[config.mk]
export PLATFORM = sky130hd
export DESIGN_NAME = hazard_stall_ctrl_flat
export DESIGN_NICKNAME = d
export VERILOG_FILES = /design/src/rtl/hazard_stall_ctrl_if.sv /design/src/rtl/hazard_stall_ctrl.sv /design/src/flat_wrapper.sv
export SDC_FILE = /design/constraint.sdc
export NUM_CORES = 1
export LEC_CHECK = 0
export ABC_AREA = 1
export BUFFER_PORTS_ARGS = -buffer_cell sky130_fd_sc_hd__buf_2
export CAP_MARGIN = 20
export CORE_MARGIN = 1
export CORE_UTILIZATION = 54
export CTS_CLUSTER_DIAMETER = 150
export DETAILED_ROUTE_END_ITERATION = 10
export PLACE_DENSITY_LB_ADDON = 0.25
export SLEW_MARGIN = 20
export SYNTH_ARGS = -nofsm -noshare
export SYNTH_HDL_FRONTEND = slang
export SYNTH_SLANG_ARGS = --single-unit
[constraint.sdc]
create_clock -name clk -period 2.2 [get_ports clk]
set_input_delay 0.22 -clock clk [delete_from_list [all_inputs] [get_ports clk]]
set_output_delay 0.22 -clock clk [all_outputs]
set_load 0.02 [all_outputs]
[src/rtl/hazard_stall_ctrl_if.sv]
// Hazard controller bundle: ID/EX hazard inputs,
// pipe control outputs and performance counters.
interface hazard_stall_ctrl_if #(
  parameter int CNT_W = 16
);
  logic [4:0]       rs1_ID;
  logic [4:0]       rs2_ID;
  logic             rs1_used_ID;
  logic             rs2_used_ID;
  logic [4:0]       rd_EX;
  logic             mem_read_EX;
  logic             pc_select;
  logic             imem_busywait;
  logic             dmem_busywait;
  logic             stall_pc;
  logic             stall_IF_ID;
  logic             bubble_ID_EX;
  logic             flush_IF_ID;
  logic             busywait_pipe;
  logic             mem_timeout;
  logic [CNT_W-1:0] stall_count;
  logic [CNT_W-1:0] flush_count;
  logic [CNT_W-1:0] busy_count;

  modport master (
    input  rs1_ID, rs2_ID, rs1_used_ID, rs2_used_ID,
    input  rd_EX, mem_read_EX, pc_select,
    input  imem_busywait, dmem_busywait,
    output stall_pc, stall_IF_ID, bubble_ID_EX,
    output flush_IF_ID, busywait_pipe, mem_timeout,
    output stall_count, flush_count, busy_count
  );

  modport slave (
    output rs1_ID, rs2_ID, rs1_used_ID, rs2_used_ID,
    output rd_EX, mem_read_EX, pc_select,
    output imem_busywait, dmem_busywait,
    input  stall_pc, stall_IF_ID, bubble_ID_EX,
    input  flush_IF_ID, busywait_pipe, mem_timeout,
    input  stall_count, flush_count, busy_count
  );
endinterface

[src/rtl/hazard_stall_ctrl.sv]
// Pipeline hazard controller: load-use stall, branch flush,
// memory freeze, saturating counters and memory watchdog.
module hazard_stall_ctrl #(
  parameter int CNT_W   = 16,
  parameter int TIMEOUT = 255
) (
  input logic                clk,
  input logic                reset,
  hazard_stall_ctrl_if.master hz
);
  typedef enum logic [1:0] {
    S_RUN  = 2'd0,
    S_WAIT = 2'd1,
    S_TMO  = 2'd2
  } state_t;

  localparam logic [CNT_W-1:0] SAT = '1;

  state_t      state_q, state_d;
  logic [15:0] wait_cnt_q, wait_cnt_d;
  logic        tmo_q, tmo_d;
  logic [CNT_W-1:0] stall_cnt_q, stall_cnt_d;
  logic [CNT_W-1:0] flush_cnt_q, flush_cnt_d;
  logic [CNT_W-1:0] busy_cnt_q, busy_cnt_d;

  logic busy;
  logic load_use;
  logic do_stall;
  logic do_flush;

  assign busy = hz.imem_busywait | hz.dmem_busywait;
  assign load_use = hz.mem_read_EX && (hz.rd_EX != 5'd0) &&
    ((hz.rs1_used_ID && hz.rs1_ID == hz.rd_EX) ||
     (hz.rs2_used_ID && hz.rs2_ID == hz.rd_EX));

  // Prioritised pipe controls, forced idle while in reset
  always_comb begin
    hz.stall_pc      = 1'b0;
    hz.stall_IF_ID   = 1'b0;
    hz.bubble_ID_EX  = 1'b0;
    hz.flush_IF_ID   = 1'b0;
    hz.busywait_pipe = 1'b0;
    do_stall         = 1'b0;
    do_flush         = 1'b0;
    if (reset) begin
      priority case (1'b1)
        busy: hz.busywait_pipe = 1'b1;
        hz.pc_select: begin
          hz.flush_IF_ID  = 1'b1;
          hz.bubble_ID_EX = 1'b1;
          do_flush        = 1'b1;
        end
        load_use: begin
          hz.stall_pc     = 1'b1;
          hz.stall_IF_ID  = 1'b1;
          hz.bubble_ID_EX = 1'b1;
          do_stall        = 1'b1;
        end
        default: ;
      endcase
    end
  end

  // Watchdog FSM and saturating counter next values
  always_comb begin
    state_d     = state_q;
    wait_cnt_d  = wait_cnt_q;
    tmo_d       = tmo_q;
    stall_cnt_d = stall_cnt_q;
    flush_cnt_d = flush_cnt_q;
    busy_cnt_d  = busy_cnt_q;
    unique case (state_q)
      S_RUN: begin
        if (busy) begin
          state_d    = S_WAIT;
          wait_cnt_d = 16'd1;
        end
      end
      S_WAIT: begin
        if (busy && wait_cnt_q == 16'(TIMEOUT)) begin
          state_d = S_TMO;
          tmo_d   = 1'b1;
        end else if (busy) begin
          wait_cnt_d = wait_cnt_q + 16'd1;
        end else begin
          state_d    = S_RUN;
          wait_cnt_d = 16'd0;
        end
      end
      S_TMO: begin
        if (!busy) begin
          state_d    = S_RUN;
          wait_cnt_d = 16'd0;
        end
      end
      default: begin
        state_d    = S_RUN;
        wait_cnt_d = 16'd0;
      end
    endcase
    if (do_stall && stall_cnt_q != SAT)
      stall_cnt_d = stall_cnt_q + 1'b1;
    if (do_flush && flush_cnt_q != SAT)
      flush_cnt_d = flush_cnt_q + 1'b1;
    if (busy && busy_cnt_q != SAT)
      busy_cnt_d = busy_cnt_q + 1'b1;
  end

  // State, watchdog and counter registers
  always_ff @(posedge clk or negedge reset) begin
    if (!reset) begin
      state_q     <= S_RUN;
      wait_cnt_q  <= 16'd0;
      tmo_q       <= 1'b0;
      stall_cnt_q <= '0;
      flush_cnt_q <= '0;
      busy_cnt_q  <= '0;
    end else begin
      state_q     <= state_d;
      wait_cnt_q  <= wait_cnt_d;
      tmo_q       <= tmo_d;
      stall_cnt_q <= stall_cnt_d;
      flush_cnt_q <= flush_cnt_d;
      busy_cnt_q  <= busy_cnt_d;
    end
  end

  assign hz.mem_timeout = tmo_q;
  assign hz.stall_count = stall_cnt_q;
  assign hz.flush_count = flush_cnt_q;
  assign hz.busy_count  = busy_cnt_q;
endmodule

[src/flat_wrapper.sv]
// flat-port wrapper written by rule: the top's interface ports become plain ports
module hazard_stall_ctrl_flat 
#(
  parameter int CNT_W   = 16,
  parameter int TIMEOUT = 255
)
  (clk, reset, hz_rs1_ID, hz_rs2_ID, hz_rs1_used_ID, hz_rs2_used_ID, hz_rd_EX, hz_mem_read_EX, hz_pc_select, hz_imem_busywait, hz_dmem_busywait, hz_stall_pc, hz_stall_IF_ID, hz_bubble_ID_EX, hz_flush_IF_ID, hz_busywait_pipe, hz_mem_timeout, hz_stall_count, hz_flush_count, hz_busy_count);
  hazard_stall_ctrl_if #(.CNT_W(CNT_W)) hz_i ();
  input logic clk;
  input logic reset;
  input wire logic [$bits(hz_i.rs1_ID)-1:0] hz_rs1_ID;
  input wire logic [$bits(hz_i.rs2_ID)-1:0] hz_rs2_ID;
  input wire logic [$bits(hz_i.rs1_used_ID)-1:0] hz_rs1_used_ID;
  input wire logic [$bits(hz_i.rs2_used_ID)-1:0] hz_rs2_used_ID;
  input wire logic [$bits(hz_i.rd_EX)-1:0] hz_rd_EX;
  input wire logic [$bits(hz_i.mem_read_EX)-1:0] hz_mem_read_EX;
  input wire logic [$bits(hz_i.pc_select)-1:0] hz_pc_select;
  input wire logic [$bits(hz_i.imem_busywait)-1:0] hz_imem_busywait;
  input wire logic [$bits(hz_i.dmem_busywait)-1:0] hz_dmem_busywait;
  output wire logic [$bits(hz_i.stall_pc)-1:0] hz_stall_pc;
  output wire logic [$bits(hz_i.stall_IF_ID)-1:0] hz_stall_IF_ID;
  output wire logic [$bits(hz_i.bubble_ID_EX)-1:0] hz_bubble_ID_EX;
  output wire logic [$bits(hz_i.flush_IF_ID)-1:0] hz_flush_IF_ID;
  output wire logic [$bits(hz_i.busywait_pipe)-1:0] hz_busywait_pipe;
  output wire logic [$bits(hz_i.mem_timeout)-1:0] hz_mem_timeout;
  output wire logic [$bits(hz_i.stall_count)-1:0] hz_stall_count;
  output wire logic [$bits(hz_i.flush_count)-1:0] hz_flush_count;
  output wire logic [$bits(hz_i.busy_count)-1:0] hz_busy_count;
  assign hz_i.rs1_ID = hz_rs1_ID;
  assign hz_i.rs2_ID = hz_rs2_ID;
  assign hz_i.rs1_used_ID = hz_rs1_used_ID;
  assign hz_i.rs2_used_ID = hz_rs2_used_ID;
  assign hz_i.rd_EX = hz_rd_EX;
  assign hz_i.mem_read_EX = hz_mem_read_EX;
  assign hz_i.pc_select = hz_pc_select;
  assign hz_i.imem_busywait = hz_imem_busywait;
  assign hz_i.dmem_busywait = hz_dmem_busywait;
  assign hz_stall_pc = hz_i.stall_pc;
  assign hz_stall_IF_ID = hz_i.stall_IF_ID;
  assign hz_bubble_ID_EX = hz_i.bubble_ID_EX;
  assign hz_flush_IF_ID = hz_i.flush_IF_ID;
  assign hz_busywait_pipe = hz_i.busywait_pipe;
  assign hz_mem_timeout = hz_i.mem_timeout;
  assign hz_stall_count = hz_i.stall_count;
  assign hz_flush_count = hz_i.flush_count;
  assign hz_busy_count = hz_i.busy_count;
  hazard_stall_ctrl #(.CNT_W(CNT_W), .TIMEOUT(TIMEOUT)) u_core (.clk(clk), .reset(reset), .hz(hz_i));
endmodule
==> results of run 1 <==
stage by stage:
stage	utilization	hold slack, ns
after floorplan	-	-0.0756
after global placement	0.623	0.446
after detailed placement	0.623	0.450
after CTS	0.648	0.141
after global routing	0.648	0.183
final	0.648	0.113
path summary, 6_finish.rpt:
check,startpoint,to,slack (ns)
worst max-delay path,u_core.hz.stall_count[0],u_core.hz.stall_count[13],0.44
worst min-delay path,reset,u_core.hz.flush_count[4],0.11
worst min register to register,u_core.hz.mem_timeout,u_core.hz.mem_timeout,0.47
worst max register to register,u_core.hz.stall_count[0],u_core.hz.stall_count[13],0.44
max in group asynchronous,reset,u_core.hz.stall_count[2],1.54
min in group clk,hz_imem_busywait,u_core.wait_cnt_q[12],0.25
synthesized netlist by cell type (all sizes together):
cell    instances
o211ai          1
o21ai          20
xor2           22
inv            71
nand2         169
a21oi           4
clkbuf          1
ha              4
dfrtp          67
nor2           68
or2             4
buf             8
nand4          28
o31ai           2
nand3          37
xnor2          13
nand3b          3
nor3           19
sequential cells by signal, indices dropped and copies added (netlist names):
| name | count |
|---|---|
| u_core.hz.busy_count | 16 |
| u_core.hz.flush_count | 16 |
| u_core.hz.mem_timeout | 1 |
| u_core.hz.stall_count | 16 |
| u_core.state_q | 2 |
| u_core.wait_cnt_q | 16 |
worst reg2reg max path, stage by stage (launching register included):
cell	delay, ns
dfrtp_1	0.41
ha_1	0.25
nand3_1	0.11
nor2_2	0.07
nand4_2	0.14
nand2_1	0.11
nor2_1	0.23
nand2_1	0.10
o21ai_0	0.16
nand2_1	0.06
logic make-up (layout without fill, tap and decap cells):
| family | count (synthesis) | in the layout | share of synthesized area |
|---|---|---|---|
| flops | 67 | 67 | 0.417 |
| compound gates | 27 | 27 | 0.0367 |
| fa+ha+maj | 4 | 4 | 0.0125 |
| xor+xnor | 35 | 35 | 0.0763 |
| buf+inv | 80 | 168 | 0.0834 |
| simple gates | 328 | 328 | 0.374 |
routing by layer:
layer  vias to the layer above  wire length [um]
met5                         -                 0
met4                         0               134
met3                        15               380
met2                        88              3950
met1                      1664              4070
li1                       1884                 -
layout make-up:
type                       instances  area, sq um  area share
clock buffer                      10          138      0.0295
clock inverter                     6         41.3     0.00884
inverter                          71          269      0.0576
multi-input combinational        394         2010       0.429
sequential                        67         1680       0.359
tap                               99          124      0.0265
timing repair buffer              81          418      0.0894
power by group:
group	internal [mW]	switching (mW)	total [mW]	leakage, nW
logic	0.261	0.477	0.738	1.50
registers	1.36	0.157	1.52	0.872
clock network	0.436	0.504	0.940	0.0843
total	2.06	1.14	3.20	2.46
==> flow_summary.yaml, run 1 <==
clock_network:
  clkTransAtPathRegs_ns: 0.08
  clock_latency_ns: 0.36
  root_buffer: "clkbuf_8"
  numCtsBuffers: 9
  clock_path_buffers: 2
  htreeDepth: 3
  tritoncts: "built"
  cts-resized-gates: 0
  postCtsSetupBuffers: 0
  cts_hold_buf: 0
  cts.sinks: 67
place:
  pre_cts_ws_ns: 0.455
  dp_hpwl_um: 6270
  placed_cells: 712
  port-buffer-count: 76
  gp_congestion: 0.917
  place_area_sq_mm: 0.00449
sta:
  slew_headroom: 0.451
  worst_slack_ns: 0.445
  tns_ns: 0
  max_freq_mhz: 570
  tightest_slew_ns: 0.824
  hold_viol_final: 0
  rsz0062_at_grt: "no"
  period_minus_slack_ns: 1.76
  maxSlewViolCount: 0
  skew_ns: 0.0138
  setup_violations: 0
  finalCritPeriodShare: 0.798
power:
  power.total_mw: 3.20
  peakVddDrop_mv: 0.349
  power.leakage_nw: 2.46
  power.density_mw_per_mm2: 684
finish:
  drive_gt1_frac: 0.203
  fin_cells: 728
  antennaDiodeCount: 0
  fillers: 642
  final_cell_area_sq_mm: 0.00467
  nets: 651
  area_growth_pct: 16.3
  final_common_cell: "nand2_1"
  final_cell_mix: "nand2_1 (164), buf_2 (76), dfrtp_1 (67)"
grt:
  met2_usage: 0.395
  antenna_found_initial: 0
  overflow: 0
  gr-max-usage-layer: "met2"
  use_met3: 0.0662
  grt_pass1_vias: 3343
  grtUsageMet1: 0.312
  grt_max_degree: 68
  grt_pass1_wl_um: 14600
  grt_usage: 0.242
logic_synthesis:
  ys_types: 33
  synth_cells: 541
  yosys.area.top_type_share: 0.417
  yosys-top-cells-area: "dfrtp_1 (42%), nand2_1 (15%), inv_1 (6.2%), nor2_1 (5.9%), xor2_1 (4.8%)"
  yosysTopAreaCell: "dfrtp_1"
  ys_warn_count: 0
  synth_area_per_cell_sq_um: 7.43
  yosys_register_bits: 67
  ys_seq_area_frac: 0.417
  syn-num-nets: 568
  syn_area_sq_mm: 0.00402
routing:
  wire_per_inst_um: 11.7
  vias_per_cell: 5.02
  ant_nets: 0
  drc_errors: 0
  wl_um: 8530
  via_count: 3651
  first_iter_violations: 168
  drtPass1Iterations: 4
floorplanning:
  die_w_um: 88.3
  io_pins: 77
  core_sq_mm: 0.00721
  rows: 31
  die_y_um: 88.3
  start_util: 0.557
  die-area_sq_mm: 0.00779
critical_path:
  cp_cell_sequence: "ha_1 > nand3_1 > nor2_2 > nand4_2 > nand2_1 > nor2_1 > nand2_1 > o21ai_0 > nand2_1"
  critPathMaxFanout: 7
  worstSetupPathType: "register to register"
  arrival_ns: 2.00
  rr_worst_depth: 9
  cp_num_buf_inv: 0
  crit_cells: 9
  crit_path_end_kind: "register"
  crit_family: "simple AND/OR/NAND/NOR gates"
  cp.required_ns: 2.44
  cp_slowest_cell: "dfrtp_1"
  cp_common_cell: "nand2_1"
  cp_slowest_stage_delay_ns: 0.41
  startpoint_type: "register"
worst_hold_path:
  hp-class: "primary input to asynchronous set/reset pin"
run_status:
  status: "finished, final reports clean"
job:
  drv_cap: 0
Power figures use the tool's default switching activity.
==> inputs of run 2 (changes only) <==
CORE_UTILIZATION = 50   (was 54)
clock period = 1.5 ns   (was 2.2 ns; I/O delays follow)
==> flow_summary.yaml, run 2 (synthesis results as in run 1) <==
run_status:
  status: "finished, violations left"
  violations: "negative setup slack"
job:
  drv_cap: 0
floorplanning:
  die_w_um: 91.7
  die-area_sq_mm: 0.00840
  io_pins: 77
  die_y_um: 91.7
  rows: 32
  start_util: 0.517
  core_sq_mm: 0.00777
grt:
  grt_max_degree: 68
  grt_pass1_vias: 3857
  grt_usage: 0.250
  grt_pass1_wl_um: 16800
  antenna_found_initial: 0
  overflow: 0
routing:
  drc_errors: 0
  vias_per_cell: 5.06
  wl_um: 10300
  via_count: 4018
  first_iter_violations: 161
  drtPass1Iterations: 4
  wire_per_inst_um: 13.0
  ant_nets: 0
power:
  peakVddDrop_mv: 0.908
  power.leakage_nw: 2.89
  power.total_mw: 5.33
  power.density_mw_per_mm2: 965
critical_path:
  cp_slowest_stage_delay_ns: 0.44
  worstSetupPathType: "register to register"
  critPathMaxFanout: 6
  startpoint_type: "register"
  arrival_ns: 1.75
  cp.required_ns: 1.73
  crit_path_end_kind: "register"
  startpoint: "u_core.hz.stall_count[1]"
  rr_worst_depth: 9
  cp_slowest_cell: "dfrtp_2"
  cp_common_cell: "nor2_4"
  r2r_start: "u_core.hz.stall_count[1]"
  cp_cell_sequence: "ha_4 > nand3_4 > nor2_4 > nand4_4 > nand2_4 > nor2_4 > nand2_2 > o21ai_0 > nand2_1"
place:
  dp_hpwl_um: 7280
  pre_cts_ws_ns: -0.108
  port-buffer-count: 76
  gp_congestion: 0.849
finish:
  fillers: 617
  antennaDiodeCount: 0
  drive_gt1_frac: 0.354
  area_growth_pct: 37.5
  final_cell_mix: "nand2_1 (150), buf_2 (76), inv_1 (64)"
  final_common_cell: "nand2_1"
  nets: 714
clock_network:
  root_buffer: "clkbuf_8"
  clock_latency_ns: 0.36
  cts.sinks: 67
  numCtsBuffers: 9
  clock_path_buffers: 2
  clkTransAtPathRegs_ns: 0.07
  tritoncts: "built"
  htreeDepth: 3
sta:
  setup_violations: 4
  period_minus_slack_ns: 1.53
  skew_ns: 0.0125
  hold_viol_final: 0
  tightest_slew_ns: 0.864
  finalCritPeriodShare: 1.02
  maxSlewViolCount: 0
  rsz0062_at_grt: "yes"
  max_freq_mhz: 655
  slew_headroom: 0.424
  worst_slack_ns: -0.0275
worst_hold_path:
  hp-class: "primary input to asynchronous set/reset pin"
## run 2: cell count changes in the layout (fill, tap and decap cells not counted), moves of 5 or more
cell	before	now
buf_4	5	60
nand2_1	164	150
nand2_2	4	15
nor2_1	63	52
dfrtp_1	67	57
dfrtp_2	0	10
nor2_2	4	11
buf_6	0	6
o21ai_0	18	12
nand3_1	34	29
## run 2: what timing repair did
action                                  CTS  global route
setup buffers                             4             6
pin swaps                                 5            23
endpoints found under the setup margin   20            50
gates resized for setup                  17            51
hold endpoints to repair                  0             0
hold buffers                              0             0
## run 2: per-layer routing
layer	vias to the layer above	wire, um	global-route usage
met4	0	238	0.0952
met5	-	0	0
met3	22	468	0.0332
met2	110	5180	0.436
li1	2006	-	-
met1	1880	4430	0.316
## run 2: worst max-delay path, delay by kind of cell, from the launching register on
kind,cells,cell delay [ns]
AO/OA/AOI/OAI,1,0.16
adder cells (fa/ha/maj),1,0.18
flip-flops,1,0.44
AND/OR/NAND/NOR,7,0.63
## run 2: layout make-up
| type | instances | area [sq um] | area share |
|---|---|---|---|
| clock inverters | 6 | 88.8 | 0.0161 |
| flip-flops and latches | 67 | 1690 | 0.306 |
| repair buffers | 144 | 933 | 0.169 |
| well taps | 102 | 128 | 0.0231 |
| clock buffers | 10 | 128 | 0.0231 |
| inverters | 71 | 277 | 0.0500 |
| multi-input cells | 394 | 2280 | 0.413 |
## run 2: per-stage QoR
step	instance area (sq um)	cells	hold slack [ns]	setup TNS, ns	utilization
6_report	5530	794	0.0262	-0.0875	0.712
5_1_grt	5530	794	0.143	-2.05	0.712
4_1_cts	5290	788	0.0864	-0.0721	0.681
3_5_place_dp	4990	768	0.467	-0.328	0.643
3_3_place_gp	4990	768	0.468	0	0.643
2_1_floorplan	4110	541	-0.146	-0.212	-
## run 2: final timing paths
path | endpoint | slack (ns)
worst max-delay path | u_core.hz.stall_count[15] | -0.03
worst min-delay path | u_core.wait_cnt_q[11] | 0.03
worst max register to register | u_core.hz.stall_count[15] | -0.03
worst min register to register | u_core.hz.mem_timeout | 0.49
max in group asynchronous | u_core.hz.busy_count[4] | 0.83
min in group clk | u_core.hz.stall_count[10] | 0.30
## run 2: power by group
group          switching [mW]  internal [mW]  leakage (nW)
Clock                   0.745          0.939         0.103
Sequential              0.226           2.01         0.860
Combinational           0.841          0.567          1.92
==> inputs of run 3 (changes only) <==
BUFFER_PORTS_ARGS = not set   (was -buffer_cell sky130_fd_sc_hd__buf_2)
CELL_PAD_IN_SITES_DETAIL_PLACEMENT = 1   (was not set)
CELL_PAD_IN_SITES_GLOBAL_PLACEMENT = 2   (was not set)
CORE_UTILIZATION = 32   (was 50)
DONT_BUFFER_PORTS = 1   (was not set)
==> flow_summary.yaml, run 3 (synthesis results as in run 1) <==
finish:
  final_cell_area_sq_mm: 0.00576
  antennaDiodeCount: 0
  fin_cells: 827
  final_core_util: 0.475
  area_growth_pct: 43.2
  drive_gt1_frac: 0.351
  nets: 681
  final_cell_mix: "nand2_1 (149), buf_4 (103), inv_1 (62)"
  final_common_cell: "nand2_1"
critical_path:
  r2r_start: "u_core.hz.flush_count[0]"
  critPathMaxFanout: 5
  cp_slowest_stage_delay_ns: 0.42
  worstSetupPathType: "register to register"
  r2r_setup_slack_ns: -0.05
  rr_worst_depth: 8
  arrival_ns: 1.81
  cp_num_buf_inv: 2
  crit_path_end_kind: "register"
  worstReg2RegEnd: "u_core.hz.flush_count[9]"
  cp.required_ns: 1.76
  cp_cell_sequence: "ha_4 > nand3_4 > inv_2 > nand4_1 > nand2_4 > buf_6 > nor3_2 > xor2_1"
  cp_slowest_cell: "dfrtp_2"
  crit_family: "simple AND/OR/NAND/NOR gates"
  startpoint_type: "register"
place:
  gp_congestion: 0.802
  dp_hpwl_um: 8570
  place_area_sq_mm: 0.00496
  placed_cells: 792
  pre_cts_ws_ns: -0.0858
  port-buffer-count: 0
clock_network:
  tritoncts: "built"
  clkTransAtPathRegs_ns: 0.06
  clock_latency_ns: 0.34
  cts.sinks: 67
  numCtsBuffers: 9
  clock_path_buffers: 2
  root_buffer: "clkbuf_16"
  htreeDepth: 3
sta:
  worst_slack_ns: -0.0520
  hold_viol_final: 67
  max_freq_mhz: 644
  setup_violations: 2
  finalCritPeriodShare: 1.03
  slew_headroom: 0.699
  hold_slack_ns: -0.492
  skew_ns: 0.00682
  period_minus_slack_ns: 1.55
  tightest_slew_ns: 0.449
  maxSlewViolCount: 0
  tns_ns: -0.0767
  rsz0062_at_grt: "yes"
grt:
  grt_max_degree: 70
  met2_usage: 0.335
  grt_pass1_wl_um: 19600
  grt_pass1_vias: 4199
  antenna_found_initial: 0
  gr-max-usage-layer: "met2"
  grtUsageMet1: 0.228
  grt_usage: 0.191
  use_met3: 0.0524
  overflow: 0
floorplanning:
  die_y_um: 114
  io_pins: 77
  start_util: 0.332
  rows: 40
  die-area_sq_mm: 0.0130
  core_sq_mm: 0.0121
  die_w_um: 114
run_status:
  status: "finished, violations left"
  violations: "negative hold slack, negative setup slack"
routing:
  vias_per_cell: 4.74
  first_iter_violations: 99
  drc_errors: 0
  wire_per_inst_um: 14.5
  via_count: 3924
  ant_nets: 0
  drtPass1Iterations: 4
  wl_um: 12000
job:
  drv_cap: 0
power:
  peakVddDrop_mv: 0.551
  power.leakage_nw: 2.84
  power.density_mw_per_mm2: 1020
  power.total_mw: 5.90
worst_hold_path:
  hp-class: "primary input to asynchronous set/reset pin"
==> run 3: cell types whose count changed in the layout (fill, tap and decap cells not counted), moves of 3 or more <==
cell	delta
nor3_2	+4
buf_4	+43
clkbuf_16	+9
nor3_1	-5
clkbuf_8	-8
buf_2	-76
nor2_1	-5
nand3_1	-6
nand3_2	+5
nor2_4	+3
==> run 3: final cells by class <==
class | instances | area, sq um
Clock buffer | 10 | 239
Inverter | 71 | 277
Tap cell | 168 | 210
Fill cell | 1506 | 6360
Sequential cell | 67 | 1690
Timing Repair inverter | 1 | 6.26
Timing Repair Buffer | 110 | 870
Multi-Input combinational cell | 394 | 2400
Clock inverter | 6 | 65.1
==> run 3: where the power goes <==
part	internal, mW	switching [mW]
Sequential	2.02	0.203
Clock	1.33	0.843
Combinational	0.643	0.862
==> run 3: per-layer routing <==
metal  vias up  wire length, um
met5         -                0
met4         0              136
met3        13              607
met2        74             6190
met1      1896             5060
li1       1941                -
==> run 3: worst max path at each step <==
stage,from,cells past startpoint,slack [ns],end
finish,u_core.hz.flush_count[0],8,-0.05,u_core.hz.flush_count[9]
global route,u_core.hz.busy_count[1],8,-0.12,u_core.hz.busy_count[12]
CTS,u_core.hz.stall_count[1],8,-0.005,u_core.hz.stall_count[14]
detailed placement,u_core.hz.flush_count[0],9,-0.09,u_core.hz.flush_count[8]
global placement,u_core.hz.flush_count[0],9,-0.006,u_core.hz.flush_count[8]
floorplan,u_core.hz.busy_count[1],9,-0.05,u_core.hz.busy_count[6]
==> run 3: timing repair <==
item	in CTS	in global routing
cloned	0	1
setup buffers	5	13
hold endpoints to repair	67	67
pin swaps	7	33
endpoints found under the setup margin	22	47
resized for setup	14	76
